==> src/rtl/sub_iter.sv <==
// sub_iter: slice-serial subtractor d = a - b - c, SLICE bits per clock.
// Optional signed-overflow output enabled by defining SUB_OVF_EN.
module sub_iter #(
  parameter int WIDTH = 64,
  parameter int SLICE = 4
) (
  input  logic             clk,
  input  logic             rst_n,
  input  logic             start,
  input  logic [WIDTH-1:0] a,
  input  logic [WIDTH-1:0] b,
  input  logic             c,
  output logic             ready,
  output logic [WIDTH-1:0] d,
  output logic             br,
`ifdef SUB_OVF_EN
  output logic             ovf,
`endif
  output logic             done
);

  localparam int NSLICE = WIDTH / SLICE;
  localparam int CW = (NSLICE > 1) ? $clog2(NSLICE) : 1;
  localparam logic [CW-1:0] LAST = CW'(NSLICE - 1);

  typedef enum logic [1:0] {
    S_IDLE,
    S_RUN,
    S_DONE
  } state_e;

  state_e           state_q, state_d;
  logic [CW-1:0]    cnt_q;
  logic [WIDTH-1:0] a_q, b_q, res_q;
  logic             bor_q;
  logic [WIDTH-1:0] d_q;
  logic             br_q;

  logic             accept;
  logic             last;
  logic [SLICE-1:0] a_s, b_s, diff;
  logic             bout;
  logic [WIDTH-1:0] res_nx;
  int               idx;

  assign accept = start && (state_q == S_IDLE);
  assign last   = (cnt_q == LAST);

  // FSM state register
  always_ff @(posedge clk or negedge rst_n) begin
    if (!rst_n) state_q <= S_IDLE;
    else        state_q <= state_d;
  end

  // FSM next state
  always_comb begin
    state_d = state_q;
    case (state_q)
      S_IDLE:  if (start) state_d = S_RUN;
      S_RUN:   if (last)  state_d = S_DONE;
      S_DONE:  state_d = S_IDLE;
      default: state_d = S_IDLE;
    endcase
  end

  // FSM outputs
  always_comb begin
    ready = (state_q == S_IDLE);
    done  = (state_q == S_DONE);
  end

  // One slice of subtraction with borrow, merged into the work result
  always_comb begin
    idx    = int'(cnt_q) * SLICE;
    a_s    = a_q[idx +: SLICE];
    b_s    = b_q[idx +: SLICE];
    {bout, diff} = {1'b0, a_s} - {1'b0, b_s}
                 - {{SLICE{1'b0}}, bor_q};
    res_nx = res_q;
    res_nx[idx +: SLICE] = diff;
  end

  // Work registers: capture on accept, advance one slice per RUN edge
  always_ff @(posedge clk or negedge rst_n) begin
    if (!rst_n) begin
      a_q   <= '0;
      b_q   <= '0;
      res_q <= '0;
      bor_q <= 1'b0;
      cnt_q <= '0;
    end else if (accept) begin
      a_q   <= a;
      b_q   <= b;
      res_q <= '0;
      bor_q <= c;
      cnt_q <= '0;
    end else if (state_q == S_RUN) begin
      res_q <= res_nx;
      bor_q <= bout;
      cnt_q <= last ? '0 : cnt_q + CW'(1);
    end
  end

  // Result registers: loaded only on the final slice, held otherwise
  always_ff @(posedge clk or negedge rst_n) begin
    if (!rst_n) begin
      d_q  <= '0;
      br_q <= 1'b0;
    end else if (state_q == S_RUN && last) begin
      d_q  <= res_nx;
      br_q <= bout;
    end
  end

  assign d  = d_q;
  assign br = br_q;

`ifdef SUB_OVF_EN
  logic ovf_q;

  // Signed overflow: operand signs differ and result sign differs from a
  always_ff @(posedge clk or negedge rst_n) begin
    if (!rst_n) begin
      ovf_q <= 1'b0;
    end else if (state_q == S_RUN && last) begin
      ovf_q <= (a_q[WIDTH-1] != b_q[WIDTH-1]) &&
               (res_nx[WIDTH-1] != a_q[WIDTH-1]);
    end
  end

  assign ovf = ovf_q;
`endif

endmodule

==> config.mk <==
export PLATFORM = sky130hd
export DESIGN_NAME = sub_iter
export DESIGN_NICKNAME = d
export VERILOG_FILES = /design/src/rtl/sub_iter.sv
export SDC_FILE = /design/constraint.sdc
export NUM_CORES = 1
export LEC_CHECK = 0
export CORE_MARGIN = 2
export CORE_UTILIZATION = 49
export CTS_CLUSTER_SIZE = 40
export DETAILED_ROUTE_END_ITERATION = 8
export GPL_TIMING_DRIVEN = 0
export PLACE_DENSITY_LB_ADDON = 0.25
export SYNTH_ARGS = -nofsm -noshare
export SYNTH_HDL_FRONTEND = slang
export SYNTH_SLANG_ARGS = --single-unit
==> constraint.sdc <==
create_clock -name clk -period 3.8 [get_ports clk]
set_input_delay 0.76 -clock clk [delete_from_list [all_inputs] [get_ports clk]]
set_output_delay 0.76 -clock clk [all_outputs]
set_load 0.01 [all_outputs]
# After elaboration in Yosys (flattened, before gate mapping)

Index checks and enable logic that the tools add are counted.

Bits in registers: 264
Output and inout bits: 67
Word-level logic and storage cells: 37

Add/sub/neg operators: 4
Muxes and demuxes: 11
Equality and inequality tests: 5
Reductions and logical operators: 5
Shift operators: 4

Operators with widths:

| kind                                                  | count |
|---|---|
| 2-to-1 mux 64 bit                                     | 2 |
| indexed part select 64 x 7 -> 4 bit                   | 2 |
| bitwise mux 64 bit                                    | 1 |
| variable shift 4 x 33 -> 64 bit, first input constant | 1 |
| indexed part select 4 x 33 -> 64 bit                  | 1 |
| negator 6 -> 33 bit                                   | 1 |
| 2-to-1 mux 4 bit                                      | 3 |
| subtractor 4 x 4 -> 5 bit                             | 1 |
| subtractor 5 x 1 -> 5 bit                             | 1 |
| adder 4 x 1 -> 4 bit, second input constant           | 1 |
| equality test 4 bit, second input constant            | 1 |
| 2-to-1 mux 2 bit                                      | 2 |
| != test 2 bit, second input constant                  | 2 |
| one-hot mux 2 bit (2 select lines)                    | 1 |
| equality test 2 x 1 -> 1 bit, second input constant   | 1 |
| equality test 2 bit, second input constant            | 1 |
| logical AND 1 bit                                     | 2 |
| zero test 2 bit                                       | 1 |
| 2-to-1 mux 1 bit                                      | 2 |
| AND reduction 2 bit                                   | 1 |
| nonzero test 2 bit                                    | 1 |

# Longest topological paths before layout

Depth after elaboration: 7
Mapped depth: 17
Depth with buffers taken out: 13

# Least setup slack after synthesis

OpenSTA, ideal clock, no wires.

Path kind: register to register
Start point: register cnt_q[0]
End point: register d_q[55], in the netlist d[55]
Data required time: 3.734 ns
Buffers on the path: 4
Path slack: 0.287 ns
Clock period less this slack: 3.513 ns
Arrival: 3.448 ns
Setup time: 0.066 ns
Stages on the path, launching flop included: 16
Cell sequence: dfrtp_1 buf_2 buf_2 buf_4 mux2i_1 a221oi_1 a22oi_1 o21ai_0 fa_1 ha_1 nand2b_1 mux2_2 a221oi_2 o311a_4 buf_4 a31o_2

Longest elaborated chain between the ends: 5
Elaborated cells between the ends (all ways): 10
Classes of those cells: add/sub: 3; eq/ne: 1; shift: 4; mux: 1; reduce/logical: 1

RTL lines:

| what                                                   | RTL line | text |
|---|---|---|
| from (decl)                                            | 33       | `logic [CW-1:0] cnt_q;` |
| from (signal assigned)                                 | 100      | `cnt_q <= last ? '0 : cnt_q + CW'(1);` |
| indexed part select 64 x 7 -> 4 bit (on tied branches) | 75, 76   |  |
| subtractor 4 x 4 -> 5 bit                              | 77       | `{bout, diff} = {1'b0, a_s} - {1'b0, b_s}` |
| subtractor 5 x 1 -> 5 bit                              | 78       | `- {{SLICE{1'b0}}, bor_q};` |
| indexed part select 4 x 33 -> 64 bit                   | 80       | `res_nx[idx +: SLICE] = diff;` |
| bitwise mux 64 bit                                     | 80       |  |
| to (signal assigned)                                   | 110      | `d_q <= res_nx;` |
| to (decl)                                              | 36       | `logic [WIDTH-1:0] d_q;` |

Parallel ways exist; a longest one is shown, timed or not.
A chain may end at the register's enable or synchronous reset.

# Worst setup path after layout

Start point: register cnt_q[0]
End point: register res_q[55]

Longest elaborated chain between the ends: 7
Elaborated cells between the ends (all ways): 10
Classes of those cells: add/sub: 3; shift: 4; mux: 3

RTL lines:

| what                                                   | RTL line | text |
|---|---|---|
| indexed part select 64 x 7 -> 4 bit (on tied branches) | 75, 76   |  |
| subtractor 4 x 4 -> 5 bit                              | 77       |  |
| subtractor 5 x 1 -> 5 bit                              | 78       |  |
| indexed part select 4 x 33 -> 64 bit                   | 80       |  |
| bitwise mux 64 bit *                                   | 80       |  |
| 2-to-1 mux 64 bit *                                    | 97       | `end else if (state_q == S_RUN) begin` |
| 2-to-1 mux 64 bit *                                    | 91       | `end else if (accept) begin` |
| to (signal assigned)                                   | 98       | `res_q <= res_nx;` |
| to (decl)                                              | 34       | `logic [WIDTH-1:0] a_q, b_q, res_q;` |

Mark *: on every way between the ends. The rest lies on a longest branch, timed or not. The select of a mux whose other input is x is not followed.

==> impl_metrics.env <==
export IMPL_status="finished clean"
export IMPL_initial_core_util_pct=50.0
export IMPL_layout_cells_non_filler=1884
export IMPL_dpl_cell_count=1835
export IMPL_clock_skew_ns=0.0154
export IMPL_slew_headroom_pct=42.8
export IMPL_post_route_util_pct=64.7
export IMPL_htree_levels=1
export IMPL_setup_ws_ns=0.119
export IMPL_place_congestion=0.885
export IMPL_irDropWorstVdd_mv=0.897
export IMPL_leakage_nw=7.33
export IMPL_antenna_found_initial=0
export IMPL_synthArstFlopShare_pct=100
export IMPL_drv_cap=0
export IMPL_worst_skew_pair_late_latency_ns=0.54
export IMPL_grt_overflow=0
export IMPL_pin_count=199
export IMPL_cts_root_buf="clkbuf_16"
export IMPL_syn_num_nets=1455
export IMPL_crit_start="cnt_q[0]"
export IMPL_rr_endpoint="res_q[55]"
export IMPL_syn_instance_count=1311
export IMPL_startpoint_type="flop"
export IMPL_r2r_slack_ns=0.12
export IMPL_detail_route_wl_per_cell_um=18.6
export IMPL_yosys_area_top_type="dfrtp_1"
export IMPL_grt_pass1_vias=10600
export IMPL_worst_slew_pin_slew_ns=0.852
export IMPL_required_ns=4.26
export IMPL_ys_ff_latch=264
export IMPL_mostFrequentLayoutCell="nand2_1"
export IMPL_grt_pass1_wl_um=55800
export IMPL_whs_ns=0.0970
export IMPL_dpl_hpwl_um=25300
export IMPL_clkSinkCount=264
export IMPL_final_cell_mix="524 x nand2_1, 262 x dfrtp_1, 197 x clkdlybuf4s50_1"
export IMPL_numCtsBuffers=27
export IMPL_period_needed_ns=3.68
export IMPL_synth_area_um2=12200
export IMPL_hold_violations=0
export IMPL_path_max_fanout=10
export IMPL_p_total_w=0.0161
export IMPL_dp_slack_ns=-1.26
export IMPL_rows=57
export IMPL_fp_dieW_um=162
export IMPL_synth_cell_type_count=50
export IMPL_ant_nets=0
export IMPL_synth_area_top_cells="dfrtp_1 54%, nand2_1 16%, mux2i_1 4.5%"
export IMPL_io_buffers=198
export IMPL_yosys_warnings=0
export IMPL_period_share_pct=96.9
export IMPL_fp_coreArea_um2=24300
export IMPL_dr_pass1_iters=5
export IMPL_p_per_area_nw_per_um2=1020
export IMPL_num_antenna_cells=0
export IMPL_nets=1686
export IMPL_arrival_ns=4.14
export IMPL_cts_tree="done"
export IMPL_min_path_type="primary input to async pin"
export IMPL_critical_path_endpoint="res_q[55]"
export IMPL_ys_seq_area_share_pct=54.3
export IMPL_max_freq_mhz=272
export IMPL_fill_cells=1986
export IMPL_synth_enable_flop_cells=0
export IMPL_synth_top_area_share_pct=54.3
export IMPL_synth_top_flop_cell="dfrtp_1"
export IMPL_holdBufCountCts=0
export IMPL_die_h_um=162
export IMPL_drv_slew=0
export IMPL_drive_gt1_share_pct=8.08
export IMPL_rr_worst_depth=16
export IMPL_vias_per_cell=5.59
export IMPL_die_area_um2=26100
export IMPL_worst_setup_path_end_kind="flop"
export IMPL_cts_clk_slew_worst_paths_ns=0.07
export IMPL_ctsLongestPathBuffers=3
export IMPL_first_iter_violations=997
export IMPL_drc=0
export IMPL_avgSynthCellArea_um2=9.28
export IMPL_area_growth_pct=29.4
export IMPL_final_setup_viol_count=0
export IMPL_r2r_start="cnt_q[0]"
export IMPL_rsz0062_at_grt="yes"
export IMPL_crit_type="flop to flop"
export IMPL_grt_max_degree=120
export IMPL_finalWirelength_um=35100
export IMPL_vias=10500
export IMPL_track_usage_pct=27.2
[layout make-up]
cell class | instances | area (um^2) | area share, %
Buffer | 84 | 464 | 2.95
Timing Repair Buffer | 205 | 2080 | 13.2
Inverter | 14 | 53.8 | 0.342
Sequential cell | 264 | 6610 | 42.0
Multi-Input combinational cell | 946 | 5230 | 33.2
Clock inverter | 12 | 144 | 0.914
Clock buffer | 35 | 766 | 4.86
Tap cell | 324 | 405 | 2.57
[timing repair]
| item | in CTS | in global routing |
|---|---|---|
| cloned | 0 | 0 |
| resized for setup | 32 | 26 |
| buffers inserted | 2 | 3 |
| pin swaps | 1 | 1 |
| endpoints found under the setup margin | 129 | 89 |
[worst max-delay path, stage by stage, from the launching register on]
cell	delay, ns
dfrtp_2	0.46
buf_12	0.17
buf_12	0.16
buf_12	0.16
mux2i_1	0.16
a221oi_1	0.39
a22oi_1	0.17
o21ai_1	0.15
ha_1	0.17
inv_1	0.04
ha_2	0.38
nor2_1	0.06
mux2_2	0.26
a221oi_2	0.21
o311a_4	0.30
buf_6	0.17
a32o_1	0.16
[worst min-delay path by stage]
stage / start / to / depth (start not counted)
6_report: rst_n / d[56] / 1
2_1_floorplan: a_q[24] / a_q[24] / 2
4_1_cts: rst_n / d[58] / 1
3_3_place_gp: b_q[30] / b_q[30] / 2
5_1_grt: rst_n / d[56] / 1
3_5_place_dp: a_q[1] / a_q[1] / 2
[cell usage after synthesis (2+ instances only)]
| master | number |
|---|---|
| mux2i_1 | 55 |
| or2_2 | 2 |
| clkinv_1 | 2 |
| inv_1 | 12 |
| o21ai_0 | 95 |
| a31oi_1 | 13 |
| a221o_1 | 3 |
| a32o_1 | 11 |
| dfrtp_1 | 264 |
| a221oi_1 | 17 |
| nor3b_1 | 2 |
| nor3_1 | 23 |
| xor2_1 | 3 |
| ha_1 | 10 |
| nor2_1 | 45 |
| nor2b_1 | 6 |
| buf_4 | 3 |
| or3b_2 | 2 |
| nor4_1 | 3 |
| a22o_1 | 15 |
| fa_1 | 2 |
| and3_1 | 8 |
| nand3_1 | 24 |
| a21o_1 | 5 |
| and2_1 | 3 |
| o211ai_1 | 4 |
| a22oi_1 | 3 |
| mux4_2 | 18 |
| o2bb2ai_1 | 6 |
| buf_6 | 2 |
| buf_2 | 12 |
| a31o_2 | 10 |
| nand2_1 | 524 |
| clkbuf_1 | 69 |
| a21oi_1 | 13 |
| nand2b_1 | 7 |
| a211oi_1 | 2 |
[flip-flops by register name, indices dropped and copies added, names as in the netlist]
| signal | cells |
|---|---|
| d | 64 |
| a_q | 64 |
| bor_q | 1 |
| b_q | 64 |
| res_q | 64 |
| cnt_q | 4 |
| br | 1 |
| state_q | 2 |
[layer usage]
metal / up-vias / track usage, % / share of wire (%)
met2: 447 / 44.4 / 47
met1: 5101 / 35.5 / 41
met3: 116 / 5.39 / 7.4
li1: 4875 / - / -
met5: - / 0 / 0
met4: 0 / 11.9 / 4.8
[cell families (layout without fill, tap and decap cells)]
| family | count (synthesis) | count (layout) | synth area share [%] |
|---|---|---|---|
| and+or+nand+nor | 655 | 655 | 21.6 |
| muxes | 74 | 74 | 7.95 |
| DFF | 264 | 264 | 54.3 |
| buffers and inverters | 101 | 350 | 3.46 |
| xor gates and xnor gates | 4 | 4 | 0.288 |
| adders and majority gates | 12 | 12 | 1.36 |
| AOI/OAI and AO/OA | 201 | 201 | 11.0 |
[where the power goes]
part,total [W],switching (W),internal (W)
Sequential,0.00463,0.000664,0.00396
Clock,0.00271,0.00110,0.00162
Combinational,0.00872,0.00520,0.00352
[stage by stage]
step | TNS (ns) | area, um^2
2_1_floorplan | 0 | 12200
3_3_place_gp | -2499.19 | 14600
3_5_place_dp | -98.36 | 14600
4_1_cts | 0 | 15600
5_1_grt | -0.0398 | 15700
6_report | 0 | 15700
(Power assumes the default switching activity.)
